**src/rtl/axi_win_pkg.sv**
```systemverilog
// Shared types and helpers for the AXI memory-window bridge.
// Contents: response codes, read/write FSM state enums, window hit/remap functions.
// The helpers work on 64-bit addresses so any ADDR_W up to 64 can reuse them.
package axi_win_pkg;

  localparam logic [1:0] RESP_OKAY   = 2'b00;
  localparam logic [1:0] RESP_DECERR = 2'b11;

  typedef enum logic [1:0] {R_IDLE, R_WAIT, R_ERR} rd_state_t;
  typedef enum logic [1:0] {W_IDLE, W_PASS, W_DRAIN, W_ERRB} wr_state_t;

  // True when addr and base agree on bits [addr_w-1:win_bits].
  function automatic logic win_hit(input logic [63:0] addr, input logic [63:0] base,
                                   input int win_bits, input int addr_w);
    logic [63:0] mask;
    // Shifting by 64 yields 0, and 0 - 1 is all ones, so addr_w == 64 is handled.
    mask = ((64'd1 << addr_w) - 64'd1) & ~((64'd1 << win_bits) - 64'd1);
    return ((addr ^ base) & mask) == 64'd0;
  endfunction

  // Upper bits from base, window offset from addr.
  function automatic logic [63:0] win_remap(input logic [63:0] addr, input logic [63:0] base,
                                            input int win_bits);
    logic [63:0] low;
    low = (64'd1 << win_bits) - 64'd1;
    return (base & ~low) | (addr & low);
  endfunction

endpackage

```
**src/rtl/axi_win_outst_ctr.sv**
```systemverilog
// Outstanding-transaction counter for one AXI direction.
// Ports: clock/reset, inc/dec events, count, full (count == MAX_OUTST), empty.
// Simultaneous inc and dec leave the count unchanged.
module axi_win_outst_ctr #(
  parameter int MAX_OUTST = 8,
  localparam int CW = $clog2(MAX_OUTST + 1)
) (
  input  logic          clock,
  input  logic          reset,
  input  logic          inc,
  input  logic          dec,
  output logic [CW-1:0] count,
  output logic          full,
  output logic          empty
);

  always_ff @(posedge clock) begin
    if (reset) begin
      count <= '0;
    end else if (inc && !dec) begin
      count <= count + 1'b1;
    end else if (dec && !inc) begin
      count <= count - 1'b1;
    end
  end

  assign full  = (count == CW'(MAX_OUTST));
  assign empty = (count == '0);

endmodule

```
**src/rtl/axi_mem_window.sv**
```systemverilog
// AXI4 window bridge: rebases in-window requests downstream, answers out-of-window ones with DECERR.
// Ports: clock/reset, upstream slave s_ar/s_r/s_aw/s_w/s_b, downstream master m_ar/m_r/m_aw/m_w/m_b.
// Optional AXI_WIN_STATS_EN adds err_rd_cnt, err_wr_cnt, last_err_addr.
module axi_mem_window
  import axi_win_pkg::*;
#(
  parameter int                ADDR_W    = 32,
  parameter int                DATA_W    = 64,
  parameter int                ID_W      = 6,
  parameter logic [ADDR_W-1:0] IN_BASE   = 32'h0000_0000,
  parameter logic [ADDR_W-1:0] WIN_BASE  = 32'h1000_0000,
  parameter int                WIN_BITS  = 28,
  parameter int                MAX_OUTST = 8
) (
  input  logic                clock,
  input  logic                reset,
`ifdef AXI_WIN_STATS_EN
  output logic [31:0]         err_rd_cnt,
  output logic [31:0]         err_wr_cnt,
  output logic [ADDR_W-1:0]   last_err_addr,
`endif
  input  logic                s_ar_valid,
  output logic                s_ar_ready,
  input  logic [ADDR_W-1:0]   s_ar_addr,
  input  logic [ID_W-1:0]     s_ar_id,
  input  logic [7:0]          s_ar_len,
  input  logic [2:0]          s_ar_size,
  input  logic [1:0]          s_ar_burst,
  input  logic [3:0]          s_ar_cache,
  input  logic                s_ar_lock,
  input  logic [2:0]          s_ar_prot,
  input  logic [3:0]          s_ar_qos,
  output logic                s_r_valid,
  input  logic                s_r_ready,
  output logic [DATA_W-1:0]   s_r_data,
  output logic [ID_W-1:0]     s_r_id,
  output logic [1:0]          s_r_resp,
  output logic                s_r_last,
  input  logic                s_aw_valid,
  output logic                s_aw_ready,
  input  logic [ADDR_W-1:0]   s_aw_addr,
  input  logic [ID_W-1:0]     s_aw_id,
  input  logic [7:0]          s_aw_len,
  input  logic [2:0]          s_aw_size,
  input  logic [1:0]          s_aw_burst,
  input  logic [3:0]          s_aw_cache,
  input  logic                s_aw_lock,
  input  logic [2:0]          s_aw_prot,
  input  logic [3:0]          s_aw_qos,
  input  logic                s_w_valid,
  output logic                s_w_ready,
  input  logic [DATA_W-1:0]   s_w_data,
  input  logic [DATA_W/8-1:0] s_w_strb,
  input  logic                s_w_last,
  output logic                s_b_valid,
  input  logic                s_b_ready,
  output logic [ID_W-1:0]     s_b_id,
  output logic [1:0]          s_b_resp,
  output logic                m_ar_valid,
  input  logic                m_ar_ready,
  output logic [ADDR_W-1:0]   m_ar_addr,
  output logic [ID_W-1:0]     m_ar_id,
  output logic [7:0]          m_ar_len,
  output logic [2:0]          m_ar_size,
  output logic [1:0]          m_ar_burst,
  output logic [3:0]          m_ar_cache,
  output logic                m_ar_lock,
  output logic [2:0]          m_ar_prot,
  output logic [3:0]          m_ar_qos,
  input  logic                m_r_valid,
  output logic                m_r_ready,
  input  logic [DATA_W-1:0]   m_r_data,
  input  logic [ID_W-1:0]     m_r_id,
  input  logic [1:0]          m_r_resp,
  input  logic                m_r_last,
  output logic                m_aw_valid,
  input  logic                m_aw_ready,
  output logic [ADDR_W-1:0]   m_aw_addr,
  output logic [ID_W-1:0]     m_aw_id,
  output logic [7:0]          m_aw_len,
  output logic [2:0]          m_aw_size,
  output logic [1:0]          m_aw_burst,
  output logic [3:0]          m_aw_cache,
  output logic                m_aw_lock,
  output logic [2:0]          m_aw_prot,
  output logic [3:0]          m_aw_qos,
  output logic                m_w_valid,
  input  logic                m_w_ready,
  output logic [DATA_W-1:0]   m_w_data,
  output logic [DATA_W/8-1:0] m_w_strb,
  output logic                m_w_last,
  input  logic                m_b_valid,
  output logic                m_b_ready,
  input  logic [ID_W-1:0]     m_b_id,
  input  logic [1:0]          m_b_resp
);

  localparam int CW = $clog2(MAX_OUTST + 1);

  rd_state_t rd_st, rd_nxt;
  wr_state_t wr_st, wr_nxt;
  logic [ID_W-1:0] err_rid, err_wid;
  logic [7:0]      err_len, err_beat;
  logic            rd_rej, wr_rej, ar_hit, aw_hit;
  logic [CW-1:0]   rd_cnt, wr_cnt;
  logic            rd_full, rd_empty, wr_full, wr_empty;
  logic            unused_cnt;

  assign ar_hit = win_hit(64'(s_ar_addr), 64'(IN_BASE), WIN_BITS, ADDR_W);
  assign aw_hit = win_hit(64'(s_aw_addr), 64'(IN_BASE), WIN_BITS, ADDR_W);

  // Address channel payloads pass straight through; only the address is rebased.
  assign m_ar_addr  = ADDR_W'(win_remap(64'(s_ar_addr), 64'(WIN_BASE), WIN_BITS));
  assign m_ar_id    = s_ar_id;
  assign m_ar_len   = s_ar_len;
  assign m_ar_size  = s_ar_size;
  assign m_ar_burst = s_ar_burst;
  assign m_ar_cache = s_ar_cache;
  assign m_ar_lock  = s_ar_lock;
  assign m_ar_prot  = s_ar_prot;
  assign m_ar_qos   = s_ar_qos;
  assign m_aw_addr  = ADDR_W'(win_remap(64'(s_aw_addr), 64'(WIN_BASE), WIN_BITS));
  assign m_aw_id    = s_aw_id;
  assign m_aw_len   = s_aw_len;
  assign m_aw_size  = s_aw_size;
  assign m_aw_burst = s_aw_burst;
  assign m_aw_cache = s_aw_cache;
  assign m_aw_lock  = s_aw_lock;
  assign m_aw_prot  = s_aw_prot;
  assign m_aw_qos   = s_aw_qos;
  assign m_w_data   = s_w_data;
  assign m_w_strb   = s_w_strb;
  assign m_w_last   = s_w_last;

  axi_win_outst_ctr #(.MAX_OUTST(MAX_OUTST)) u_rd_ctr (
    .clock(clock), .reset(reset),
    .inc(m_ar_valid && m_ar_ready), .dec(m_r_valid && m_r_ready && m_r_last),
    .count(rd_cnt), .full(rd_full), .empty(rd_empty)
  );

  axi_win_outst_ctr #(.MAX_OUTST(MAX_OUTST)) u_wr_ctr (
    .clock(clock), .reset(reset),
    .inc(m_aw_valid && m_aw_ready), .dec(m_b_valid && m_b_ready),
    .count(wr_cnt), .full(wr_full), .empty(wr_empty)
  );

  // Raw counts are kept as named nets for debug probing only.
  assign unused_cnt = ^{rd_cnt, wr_cnt};

  // Read path. All handshake outputs are forced low while reset is asserted.
  always_comb begin
    rd_nxt     = rd_st;
    rd_rej     = 1'b0;
    s_ar_ready = 1'b0;
    m_ar_valid = 1'b0;
    s_r_valid  = 1'b0;
    s_r_data   = '0;
    s_r_id     = '0;
    s_r_resp   = RESP_OKAY;
    s_r_last   = 1'b0;
    m_r_ready  = 1'b0;
    if (!reset) begin
      unique case (rd_st)
        R_IDLE, R_WAIT: begin
          s_r_valid = m_r_valid;
          s_r_data  = m_r_data;
          s_r_id    = m_r_id;
          s_r_resp  = m_r_resp;
          s_r_last  = m_r_last;
          m_r_ready = s_r_ready;
          if (rd_st == R_IDLE) begin
            if (s_ar_valid && ar_hit) begin
              m_ar_valid = !rd_full;
              s_ar_ready = m_ar_ready && !rd_full;
            end else if (s_ar_valid) begin
              s_ar_ready = 1'b1;
              rd_rej     = 1'b1;
              rd_nxt     = R_WAIT;
            end
          end else if (rd_empty) begin
            // Downstream fully drained: error beats can no longer interleave.
            rd_nxt = R_ERR;
          end
        end
        R_ERR: begin
          s_r_valid = 1'b1;
          s_r_id    = err_rid;
          s_r_resp  = RESP_DECERR;
          s_r_last  = (err_beat == err_len);
          if (s_r_ready && s_r_last) rd_nxt = R_IDLE;
        end
        default: rd_nxt = R_IDLE;
      endcase
    end
  end

  // Write path. W is only accepted after its AW has been decided.
  always_comb begin
    wr_nxt     = wr_st;
    wr_rej     = 1'b0;
    s_aw_ready = 1'b0;
    m_aw_valid = 1'b0;
    s_w_ready  = 1'b0;
    m_w_valid  = 1'b0;
    s_b_valid  = 1'b0;
    s_b_id     = '0;
    s_b_resp   = RESP_OKAY;
    m_b_ready  = 1'b0;
    if (!reset) begin
      if (wr_st != W_ERRB) begin
        s_b_valid = m_b_valid;
        s_b_id    = m_b_id;
        s_b_resp  = m_b_resp;
        m_b_ready = s_b_ready;
      end
      unique case (wr_st)
        W_IDLE: begin
          if (s_aw_valid && aw_hit) begin
            m_aw_valid = !wr_full;
            s_aw_ready = m_aw_ready && !wr_full;
            if (s_aw_ready) wr_nxt = W_PASS;
          end else if (s_aw_valid) begin
            s_aw_ready = 1'b1;
            wr_rej     = 1'b1;
            wr_nxt     = W_DRAIN;
          end
        end
        W_PASS: begin
          m_w_valid = s_w_valid;
          s_w_ready = m_w_ready;
          if (s_w_valid && m_w_ready && s_w_last) wr_nxt = W_IDLE;
        end
        W_DRAIN: begin
          s_w_ready = 1'b1;
          if (s_w_valid && s_w_last) wr_nxt = W_ERRB;
        end
        W_ERRB: begin
          s_b_valid = wr_empty;
          s_b_id    = err_wid;
          s_b_resp  = RESP_DECERR;
          if (s_b_valid && s_b_ready) wr_nxt = W_IDLE;
        end
        default: wr_nxt = W_IDLE;
      endcase
    end
  end

  always_ff @(posedge clock) begin
    if (reset) begin
      rd_st    <= R_IDLE;
      wr_st    <= W_IDLE;
      err_rid  <= '0;
      err_wid  <= '0;
      err_len  <= '0;
      err_beat <= '0;
    end else begin
      rd_st <= rd_nxt;
      wr_st <= wr_nxt;
      if (rd_rej) begin
        err_rid  <= s_ar_id;
        err_len  <= s_ar_len;
        err_beat <= '0;
      end else if (rd_st == R_ERR && s_r_ready) begin
        err_beat <= err_beat + 1'b1;
      end
      if (wr_rej) err_wid <= s_aw_id;
    end
  end

`ifdef AXI_WIN_STATS_EN
  always_ff @(posedge clock) begin
    if (reset) begin
      err_rd_cnt    <= '0;
      err_wr_cnt    <= '0;
      last_err_addr <= '0;
    end else begin
      if (rd_rej && err_rd_cnt != '1) err_rd_cnt <= err_rd_cnt + 1'b1;
      if (wr_rej && err_wr_cnt != '1) err_wr_cnt <= err_wr_cnt + 1'b1;
      // AR wins when both directions reject in the same cycle.
      if (rd_rej)      last_err_addr <= s_ar_addr;
      else if (wr_rej) last_err_addr <= s_aw_addr;
    end
  end
`endif

endmodule

```
**config.mk**
```make
export PLATFORM = sky130hd
export DESIGN_NAME = axi_mem_window
export DESIGN_NICKNAME = d
export VERILOG_FILES = /design/src/rtl/axi_win_pkg.sv /design/src/rtl/axi_win_outst_ctr.sv /design/src/rtl/axi_mem_window.sv
export SDC_FILE = /design/constraint.sdc
export NUM_CORES = 1
export LEC_CHECK = 0
export CAP_MARGIN = 20
export CORE_AREA = 10 10 215 217
export CTS_BUF_LIST = sky130_fd_sc_hd__clkbuf_4 sky130_fd_sc_hd__clkbuf_8 sky130_fd_sc_hd__clkbuf_16
export DETAILED_ROUTE_END_ITERATION = 7
export DIE_AREA = 0 0 225 227
export GPL_TIMING_DRIVEN = 0
export PLACE_DENSITY = 0.47
export SYNTH_ARGS = -nofsm -noshare
export SYNTH_HDL_FRONTEND = slang
export SYNTH_SLANG_ARGS = --single-unit
```
**constraint.sdc**
```tcl
create_clock -name clock -period 4.95 [get_ports clock]
set_input_delay 1.485 -clock clock [delete_from_list [all_inputs] [get_ports clock]]
set_output_delay 1.485 -clock clock [all_outputs]
set_load 0.01 [all_outputs]
```
# == After elaboration in Yosys (flattened, before gate mapping) ==
# Cells that the tools add are included.
# totals
in_bits,292
register_bits,40
out_inout_bits,290
# classes
n_reduce_logical,37
mux,67
n_eq_ne,18
addsub,5
# ops
operator,n
zero test 64 bit,2
two-way mux 64 bit,2
two-way mux 1 bit,35
two-way mux 2 bit,15
two-way mux 6 bit,4
logical AND 1 bit,19
two-way mux 4 bit,4
"inequality test 3 bit, second input constant",5
one-hot mux 6 bit (2 select lines),1
"inequality test 2 bit, second input constant",5
"adder 4 x 1 -> 4 bit, second input constant",2
"adder 8 x 1 -> 8 bit, second input constant",1
"== test 4 bit, second input constant",2
== test 8 bit,1
zero test 4 bit,2
one-hot mux 2 bit (2 select lines),2
one-hot mux 2 bit (4 select lines),1
"subtractor 4 x 1 -> 4 bit, second input constant",2
"== test 2 bit, second input constant",3
zero test 1 bit,6
one-hot mux 1 bit (2 select lines),3
AND reduction 5 bit,1
"== test 2 x 1 -> 1 bit, second input constant",2
zero test 2 bit,2
other kinds (3),5

# == Longest topological paths before layout ==
# depth
ltp_word,11
mapped_depth,12
ltp_nobuf,12

# == Modules after synthesis ==
# Synthesis repeated with hierarchy kept, for this count alone.
# unflattened
hier_cells,548
hier_area_um2,4321.6
# modules_own_cells
module,seq_area_each_um2,area_per_inst_um2,n_inst,cells_per_inst
axi_mem_window,640.6,3801.1,1,490
axi_win_outst_ctr,80.1,260.2,2,29

# == Least setup slack after synthesis ==
# Ideal clock, no wire load.
# synth_timing
path_type,input to output
from,in s_aw_addr[29]
to,out s_aw_ready
arrival_time_ns,2.726
n_path_buf,0
slack_ns,0.739
cell_stages,4
path_cell_list,nor4_1 nor3b_1 and2_1 or2_2
# synth_between
elab_chain_len,5
# synth_lines
item,line,source
from (decl),axi_mem_window.sv:41,"input logic [ADDR_W-1:0] s_aw_addr,"
zero test 64 bit,axi_win_pkg.sv:18,return ((addr ^ base) & mask) == 64'd0;
logical AND 1 bit,axi_mem_window.sv:218,if (s_aw_valid && aw_hit) begin
two-way mux 1 bit,axi_mem_window.sv:218,
two-way mux 1 bit,axi_mem_window.sv:216,unique case (wr_st)
two-way mux 1 bit,axi_mem_window.sv:209,if (!reset) begin
to (decl),axi_mem_window.sv:40,"output logic s_aw_ready,"
# Every way passes these cells.

# == Worst setup path in the final report ==
# Ends and elaborated chain as after synthesis.

==> metrics.cfg <==
[status]
status = finished, final reports clean

[critical_path]
cp-start-kind = input port
required_ns = 3.46
critPathCaptureType = output port
crit_path_max_incr_delay_ns = 0.56
path_class = in -> out
r2r_slack_ns = 1.82
worst_path_most_repeated_cell = clkdlybuf4s50_1
cp_max_fo = 2
slowest_stage = clkdlybuf4s50_1
crit_chain = clkdlybuf4s50_1, nor4_4, nor3b_4, and2_4, or2_2, clkdlybuf4s50_1
r2r_cells = 12
cp.arrival_ns = 3.39

[die]
rows = 75
die_x_um = 225
core_area_um2 = 41800
pin_count = 582
die_h_um = 227
die_area_um2 = 51100
initial_utilization_pct = 10.3

[global_routing]
grt_overflow = 0
first_global_vias = 5352
antenna_found_initial = 4
grt_pass1_wl_um = 36700
grt_max_degree = 15
grt_use_total_pct = 9.62

[drt]
drtIter0Drc = 106
wire_per_inst_um = 18.1
drt_first_pass_iters = 4
viasPerCell = 3.23
ant_nets = 0
route.detailed.drc = 0
vias = 4855
wl_um = 27200

[clock_tree]
htree_num_levels = 2
hold_buffers = 0
cts_buffers = 5
cts_tree = done
clk_pin_slew_worst_paths_ns = 0.06
clock_path_buffers = 2
cts_root_buffer = clkbuf_16
clock_sinks = 40
worstSkewPairLatency_ns = 0.29

[sta]
finalCriticalPeriod_ns = 4.88
grt_setup_unrepaired = false
hold_ws_ns = 0.474
worst_slew_pin_slew_ns = 0.846
max_slew_margin_pct = 42.8
fin_crit_sh_pct = 98.5
worst_clock_skew_ns = 0.00597
finalMaxSlewViolations = 0
hold_violations = 0
finalSetupViolCount = 0
fmax_mhz = 205
finalSetupTns_ns = 0

[finish]
fillers = 4598
num_antenna_cells = 0
final_nets = 1271
syn_to_final_growth_pct = 116
drive_above_1_share_pct = 24.1
final_area_um2 = 9260

[pwr]
vdd_ir_drop_max_v = 0.000209
share_seq_of_total_power_pct = 22.0
power_frac_clock_pct = 22.2
power_leakage_nw = 3.77
powerDensity_nw_per_um2 = 191
p_int_mw = 1.18
comb_power_share_pct = 55.9
p_sw_mw = 0.591
p_sw_share_pct = 33.3

[logic_synthesis]
ys.flop_type = dfxtp_1
ys_ff_latch = 40
yosysMostFrequentCell = buf_4
syn_area_um2 = 4280
avgSynthCellArea_um2 = 7.81
yosys-mux-area-fraction_pct = 2.86
synth_common_cells = 199 x buf_4, 66 x and2_1, 40 x dfxtp_1
synth-edff-count = 0
synth_top_area_cell = buf_4
synth_area_leaders = buf_4 35%, dfxtp_1 19%, and2_1 9.6%, ha_1 3.5%, nor2_1 3.3%
synth-xor-area-share_pct = 3.68
synth-compound-area-share_pct = 9.18
synth-simple-area-share_pct = 23.2
synth_top_cell_area_share_pct = 34.9
synth_top_family_by_area = buffers and inverters
async_flop_share_pct = 0
synth-adder-area-share_pct = 4.44
ys_warn_count = 0
yosysSeqAreaShare_pct = 18.7
syn_inst = 548
synth.distinct_cells = 45

[placed_design]
placed_area_um2 = 9010
io_buffers = 403
post-dp-hpwl_um = 24900
gp_congestion = 0.719

[min_path]
hold_path_class = reg -> reg
hold_path_depth = 1

[run]
drv_cap = 0

[sequential cells by signal (all words and copies together), names as in the netlist]
register and flops:
err_beat 8, err_len 8, err_rid 6, err_wid 6, u_rd_ctr.count 4, u_wr_ctr.count 4
rd_st 2, wr_st 2
[power groups by stage]
| stage | registers [mW] | clock network [mW] | logic [mW] |
|---|---|---|---|
| 2_1_floorplan | 0.387 | 0 | 0.475 |
| 3_3_place_gp | 0.396 | 0 | 1.00 |
| 3_5_place_dp | 0.395 | 0 | 1.00 |
| 4_1_cts | 0.389 | 0.410 | 1.01 |
| 5_1_grt | 0.396 | 0.424 | 1.07 |
| 6_report | 0.389 | 0.393 | 0.990 |
[timing repair]
action,CTS,global route
pin swaps,1,1
gates resized for setup,21,3
setup buffers,1,1
setup endpoints to repair,91,2
[worst max-delay path: cells and delay by family]
| kind | cells | cell delay, ns |
|---|---|---|
| buffers and inverters | 2 | 1.02 |
| AND/OR/NAND/NOR | 4 | 0.89 |
[worst paths after layout]
kind                                    start                end
worst min-delay path               err_rid[2]         err_rid[2]
worst min register to register     err_rid[2]         err_rid[2]
worst max register to register       rd_st[0]  u_rd_ctr.count[3]
worst max-delay path            s_aw_addr[29]         s_aw_ready
[cell usage in the layout, fill, tap and decap left out, types with 5 or more instances in the layout]
cell type,count
clkbuf_16,5
nor3_1,6
a22o_1,14
nand4_1,5
nand2_1,17
nand2b_1,17
conb_1,8
nand3b_1,10
nor2b_1,5
o21ai_0,7
and2_1,65
a21oi_1,20
clkbuf_1,10
buf_4,202
ha_1,12
nor2_1,37
xnor2_1,13
clkdlybuf4s50_1,401
inv_1,7
dfxtp_1,40
mux2i_1,10
xor2_1,5
[metal layers]
metal  global-route usage, %  vias up  wire (um)
met5                       0        -         39
met4                    1.75        6        193
met3                    3.67       14       2630
met2                    18.5      263      14800
met1                    9.72     2175       9550
li1                        -     2397          -
[through the flow]
stage	power (mW)	worst slack [ns]	instances	util [%]
after detailed placement	1.40	-0.933	1496	21.6
after floorplan	0.862	0.739	554	-
final	1.77	0.0723	1505	22.2
after global placement	1.40	-0.948	1496	21.6
after global routing	1.89	0.0227	1505	22.2
after CTS	1.81	0.00359	1504	22.1
[logic make-up after synthesis]
logic type,count (synthesis)
buffers and inverters,229
AND/OR/NAND/NOR,179
AO/OA/AOI/OAI,54
XOR/XNOR,18
multiplexers,12
flip-flops,40
adder cells (fa/ha/maj),14
other,2
[final cells by class]
cell class              instances  area [um2]  share of cell area [%]
flip-flops and latches         40         801                    8.65
clock inverters                 3        46.3                   0.500
multi-input cells             285        1930                    20.8
repair buffers                405        4050                    43.7
well taps                     539         674                    7.28
clock buffers                   5         125                    1.35
plain buffers                 221        1610                    17.4
inverters                       7        26.3                   0.284
Power figures use the tool's default switching activity.
